--- src/rtl/vga_timing_scheduler.sv ---
// VGA raster timing: pixel/line counters, vertical phase FSM, sync/blank strobes,
// and a once-per-frame update window for game logic during vertical blanking.
module vga_timing_scheduler #(
  parameter int H_ACTIVE = 640,
  parameter int H_FP     = 16,
  parameter int H_SYNC   = 96,
  parameter int H_BP     = 48,
  parameter int V_ACTIVE = 480,
  parameter int V_FP     = 10,
  parameter int V_SYNC   = 2,
  parameter int V_BP     = 32
) (
  input  logic       pixel_clk,
  input  logic       reset,
  input  logic       upd_req,
  input  logic       upd_done,
  output logic [9:0] h_count,
  output logic [9:0] v_count,
  output logic       hsync,
  output logic       vsync,
  output logic       video_active,
  output logic       line_start,
  output logic       frame_start,
  output logic       upd_grant,
  output logic       upd_abort
);

  localparam int H_TOTAL = H_ACTIVE + H_FP + H_SYNC + H_BP;
  localparam int V_TOTAL = V_ACTIVE + V_FP + V_SYNC + V_BP;

  localparam logic [9:0] H_MAX      = 10'(H_TOTAL - 1);
  localparam logic [9:0] V_MAX      = 10'(V_TOTAL - 1);
  localparam logic [9:0] H_ACT_END  = 10'(H_ACTIVE);
  localparam logic [9:0] HS_START   = 10'(H_ACTIVE + H_FP);
  localparam logic [9:0] HS_END     = 10'(H_ACTIVE + H_FP + H_SYNC - 1);
  localparam logic [9:0] V_FP_START = 10'(V_ACTIVE);
  localparam logic [9:0] VS_START   = 10'(V_ACTIVE + V_FP);
  localparam logic [9:0] VS_END     = 10'(V_ACTIVE + V_FP + V_SYNC - 1);
  localparam logic [9:0] V_BP_START = 10'(V_ACTIVE + V_FP + V_SYNC);

  typedef enum logic [1:0] {ST_ACT, ST_FP, ST_SYNC, ST_BP} vstate_e;

  vstate_e    state_q, state_d;
  logic [9:0] h_q, h_d, v_q, v_d;
  logic       hsync_q, hsync_d, vsync_q, vsync_d;
  logic       active_q, active_d, line_q, line_d, frame_q, frame_d;
  logic       grant_q, grant_d, abort_q, abort_d, served_q, served_d;
  logic       window, revoke;

  always_ff @(posedge pixel_clk) begin
    if (reset) begin
      state_q  <= ST_ACT;
      h_q      <= '0;
      v_q      <= '0;
      hsync_q  <= 1'b1;
      vsync_q  <= 1'b1;
      active_q <= 1'b1;
      line_q   <= 1'b1;
      frame_q  <= 1'b1;
      grant_q  <= 1'b0;
      abort_q  <= 1'b0;
      served_q <= 1'b0;
    end else begin
      state_q  <= state_d;
      h_q      <= h_d;
      v_q      <= v_d;
      hsync_q  <= hsync_d;
      vsync_q  <= vsync_d;
      active_q <= active_d;
      line_q   <= line_d;
      frame_q  <= frame_d;
      grant_q  <= grant_d;
      abort_q  <= abort_d;
      served_q <= served_d;
    end
  end

  // Flags are derived from the next counts so they line up with the registered counters.
  always_comb begin
    h_d = (h_q == H_MAX) ? 10'd0 : h_q + 10'd1;
    v_d = v_q;
    if (h_q == H_MAX) begin
      v_d = (v_q == V_MAX) ? 10'd0 : v_q + 10'd1;
    end

    state_d = state_q;
    if (h_d == 10'd0) begin
      case (state_q)
        ST_ACT:  if (v_d == V_FP_START) state_d = ST_FP;
        ST_FP:   if (v_d == VS_START)   state_d = ST_SYNC;
        ST_SYNC: if (v_d == V_BP_START) state_d = ST_BP;
        ST_BP:   if (v_d == 10'd0)      state_d = ST_ACT;
        default: state_d = ST_ACT;
      endcase
    end

    hsync_d  = !((h_d >= HS_START) && (h_d <= HS_END));
    vsync_d  = !((v_d >= VS_START) && (v_d <= VS_END));
    active_d = (h_d < H_ACT_END) && (v_d < V_FP_START);
    line_d   = (h_d == 10'd0);
    frame_d  = (h_d == 10'd0) && (v_d == 10'd0);
  end

  // Last line of blanking is a guard line: an outstanding grant is revoked on entry.
  always_comb begin
    window   = (state_q != ST_ACT) && (v_q < V_MAX);
    revoke   = grant_q && (h_d == 10'd0) && (v_d == V_MAX);
    grant_d  = grant_q;
    abort_d  = 1'b0;
    served_d = served_q;

    if (revoke) begin
      grant_d  = 1'b0;
      abort_d  = 1'b1;
      served_d = 1'b1;
    end else if (grant_q && upd_done) begin
      grant_d  = 1'b0;
      served_d = 1'b1;
    end else if (!grant_q && upd_req && window && !served_q && (v_d != V_MAX)) begin
      grant_d = 1'b1;
    end

    if (frame_d) begin
      served_d = 1'b0;
    end
  end

  assign h_count      = h_q;
  assign v_count      = v_q;
  assign hsync        = hsync_q;
  assign vsync        = vsync_q;
  assign video_active = active_q;
  assign line_start   = line_q;
  assign frame_start  = frame_q;
  assign upd_grant    = grant_q;
  assign upd_abort    = abort_q;

endmodule
--- config.mk ---
export PLATFORM = sky130hd
export DESIGN_NAME = vga_timing_scheduler
export DESIGN_NICKNAME = d
export VERILOG_FILES = /design/src/rtl/vga_timing_scheduler.sv
export SDC_FILE = /design/constraint.sdc
export NUM_CORES = 1
export LEC_CHECK = 0
export CAP_MARGIN = 40
export CORE_MARGIN = 2
export CORE_UTILIZATION = 53
export DETAILED_ROUTE_END_ITERATION = 10
export PLACE_DENSITY = 0.82
export SYNTH_ARGS = -nofsm -noshare
export SYNTH_HDL_FRONTEND = slang
export SYNTH_SLANG_ARGS = --single-unit
--- constraint.sdc ---
create_clock -name pixel_clk -period 4 [get_ports pixel_clk]
set_input_delay 0.8 -clock pixel_clk [delete_from_list [all_inputs] [get_ports pixel_clk]]
set_output_delay 0.8 -clock pixel_clk [all_outputs]
set_load 0.03 [all_outputs]
==> results of run 1 <==
-- how the worst max path moves through the flow --
stage | end | slack, ns | startpoint
after global placement | state_q[0] | 0.64 | h_count[5]
after global routing | state_q[0] | 0.28 | h_count[0]
after floorplan | state_q[0] | 0.59 | h_count[0]
after CTS | state_q[0] | 0.54 | h_count[0]
after detailed placement | state_q[0] | 0.57 | h_count[0]
final | state_q[0] | 0.53 | h_count[0]
-- layer usage --
layer	share of wire [%]	global-route usage, %	up-vias
li1	-	-	922
met1	45	33.5	877
met2	46	37.5	88
met3	7.1	7.39	14
met4	1.7	6.65	0
met5	0	0	-
-- critical path, stage by stage, from the launching register on --
cell and delay (ns):
dfxtp_1 0.45, ha_1 0.31, nand4_1 0.18, buf_4 0.21
nor4_1 0.44, mux2_2 0.39, a211o_1 0.29, or4_1 0.53
a21bo_1 0.27, o21ai_1 0.19, o41ai_2 0.10
-- cell usage in the layout, fill, tap and decap left out, types with 2 or more instances in the layout --
master / instances
nand3_1: 14
nand2_1: 16
nand2b_1: 4
nor4_1: 2
and3_1: 5
inv_1: 10
clkbuf_4: 5
xor2_1: 5
a211o_1: 2
nor2_1: 30
o21ai_1: 2
clkdlybuf4s50_1: 30
nor2b_1: 5
or2_2: 2
a21oi_1: 7
a21boi_0: 2
a21o_1: 4
buf_4: 2
nor3_1: 13
dfxtp_1: 30
a31oi_1: 3
xnor2_1: 11
o2111ai_1: 2
and2_1: 2
o21ai_0: 8
or3_1: 6
o41ai_1: 2
clkbuf_8: 3
nand4_1: 8
o311ai_0: 2
mux2_2: 2
and4_1: 2
o41ai_2: 2
ha_1: 8
o22ai_1: 2
-- metrics by stage --
| step | worst slack (ns) | total power [µW] | util, % | instance area [µm²] |
|---|---|---|---|---|
| floorplan | 0.590 | 336 | - | 1930 |
| global placement | 0.640 | 350 | 64.7 | 2210 |
| detailed placement | 0.574 | 350 | 64.9 | 2220 |
| CTS | 0.537 | 576 | 67.2 | 2290 |
| global route | 0.277 | 592 | 67.2 | 2290 |
| finish | 0.529 | 576 | 67.2 | 2290 |
-- area by class of cell --
type	instances	area, µm²	share of cell area, %
multi-input combinational	188	1200	52.3
sequential	30	601	26.2
timing repair buffer	33	320	14.0
clock buffer	8	78.8	3.44
tap	46	57.6	2.51
inverter	10	37.5	1.64
-- power by group through the flow --
stage          combinational (µW)  clock, µW  sequential, µW
5_1_grt                      39.0        245             309
2_1_floorplan                15.0          0             321
6_report                     36.2        232             307
3_3_place_gp                 36.3          0             314
4_1_cts                      36.4        232             307
3_5_place_dp                 36.3          0             314
-- cells by family (layout without fill, tap and decap cells) --
kind of cell	after synthesis	in the layout
and+or+nand+nor	115	115
xor gates and xnor gates	16	16
DFF	30	30
buffers and inverters	29	51
AOI/OAI and AO/OA	47	47
adders and majority gates	8	8
muxes	2	2
==> results.json, run 1 <==
{
  "finalNonFillerCells": 315,
  "ant_nets": 0,
  "whs_endpoint": "served_q",
  "cp_data_required_time_ns": 4.23,
  "sequentialPowerShare_pct": 53.4,
  "r2r-start": "h_count[0]",
  "outcome": "complete, no violations",
  "synth-xor-area-share_pct": 7.28,
  "cts.repair.resized": 0,
  "cts_root_buf": "clkbuf_4",
  "dp_cells": 307,
  "hp-class": "reg -> reg",
  "cts_tree": "built",
  "critPathMaxFanout": 9,
  "synth_edf_count": 0,
  "grt_pass1_wl_mm": 7.98,
  "post-route-period-util_pct": 86.8,
  "critPathKind": "reg -> reg",
  "p_comb_share_pct": 6.3,
  "synth_top_family_by_area": "simple AND/OR/NAND/NOR gates",
  "die_w_um": 64.3,
  "synth_top_area_cell": "dfxtp_1",
  "cts_buffers": 5,
  "grt_max_degree": 20,
  "critPathLaunchType": "flip-flop",
  "finClkSkew_ns": 0.00656,
  "ctsHoldBuffers": 0,
  "ys_top_cells_by_area": "dfxtp_1, nor2_1, ha_1, xnor2_1, nand3_1",
  "netlist_area_mm2": 0.00193,
  "p_leak_uw": 0.000800,
  "postCtsSetupBuffers": 0,
  "worst_r2r_path_depth": 10,
  "layout.nets": 280,
  "n_antenna_cell": 0,
  "synth.top_cell.area_share_pct": 31.2,
  "htree_levels": 2,
  "routedWlPerCell_um": 14.8,
  "area_growth_syn_to_layout_pct": 19.2,
  "muxShareOfSynthArea_pct": 1.17,
  "synthArstFlopShare_pct": 0,
  "synth_ff_type": "dfxtp_1",
  "clkSinkCount": 30,
  "finalSetupTns_ns": 0,
  "holdWs_ns": 0.485,
  "synth_fa_ha_area_share_pct": 5.20,
  "min-delay-start": "served_q",
  "syn_inst": 247,
  "swShare_pct": 23.9,
  "place_congestion": 0.965,
  "internal_power_uw": 438,
  "antenna_found_initial": 0,
  "avgSynthCellArea_um2": 7.80,
  "ys_seq_elements": 30,
  "drive_above_1_share_pct": 8.18,
  "gr-total-overflow": 0,
  "start_util_pct": 56.4,
  "min_period_ns": 3.47,
  "routed-via-count": 1901,
  "io_pins": 31,
  "fillers": 290,
  "synth_compound_gate_area_share_pct": 17.7,
  "rows": 21,
  "grt_usage_pct": 24.5,
  "rrSetupSlack_ns": 0.53,
  "route.detailed.drc": 0,
  "yosys.area_share.simple_pct": 30.9,
  "slew_violations": 0,
  "dieHeight_um": 64.3,
  "viasPerCell": 6.03,
  "synth_common_cells": "dfxtp_1, nor2_1, nand2_1",
  "setup_viol": 0,
  "grt_setup_unrepaired": "no",
  "yosysWarnings": 0,
  "peakVddDrop_v": 0.000187,
  "maxCapViolCount": 0,
  "fmax_mhz": 288,
  "io_buffers": 30,
  "drtIter0Drc": 156,
  "max_slew_margin_pct": 56.2,
  "dieArea_mm2": 0.00413,
  "worst_pin_slew_ns": 0.651,
  "firstDrtPassIters": 6,
  "core_area_mm2": 0.00342,
  "worstPathArrival_ns": 3.70,
  "syn_nets": 259,
  "hold_depth": 1,
  "hpwl_mm": 3.38,
  "clock_latency_ns": 0.34,
  "wl_mm": 4.67,
  "power.density_mw_per_mm2": 251,
  "clock_path_buffers": 2,
  "grt_pass1_vias": 1689,
  "p_switching_uw": 138,
  "timing.rr.end": "state_q[0]",
  "yosysSeqAreaShare_pct": 31.2,
  "clkPwrFrac_pct": 40.3,
  "ys_types": 50,
  "clk_pin_slew_ns": 0.10,
  "worst_setup_path_end_kind": "flip-flop",
  "hold_viol": 0
}
(Power assumes the default switching activity.)
==> run 2, diff against run 1 <==
--- a/config.mk
+++ b/config.mk
@@ -13,3 +13,4 @@
 export SYNTH_ARGS = -nofsm -noshare
 export SYNTH_HDL_FRONTEND = slang
 export SYNTH_SLANG_ARGS = --single-unit
+export TNS_END_PERCENT = 10
==> results of run 2 <==
Same layout as run 1: the final DEF is identical, and so are final timing and power.
==> run 3, diff against run 2 <==
==> constraint.sdc (replaced) <==
create_clock -name pixel_clk -period 4 [get_ports pixel_clk]
set_input_delay 0.6 -clock pixel_clk [delete_from_list [all_inputs] [get_ports pixel_clk]]
set_output_delay 0.6 -clock pixel_clk [all_outputs]
set_load 0.03 [all_outputs]
==> results of run 3 <==
Same layout as run 1: the final DEF is identical, and so are final timing and power.
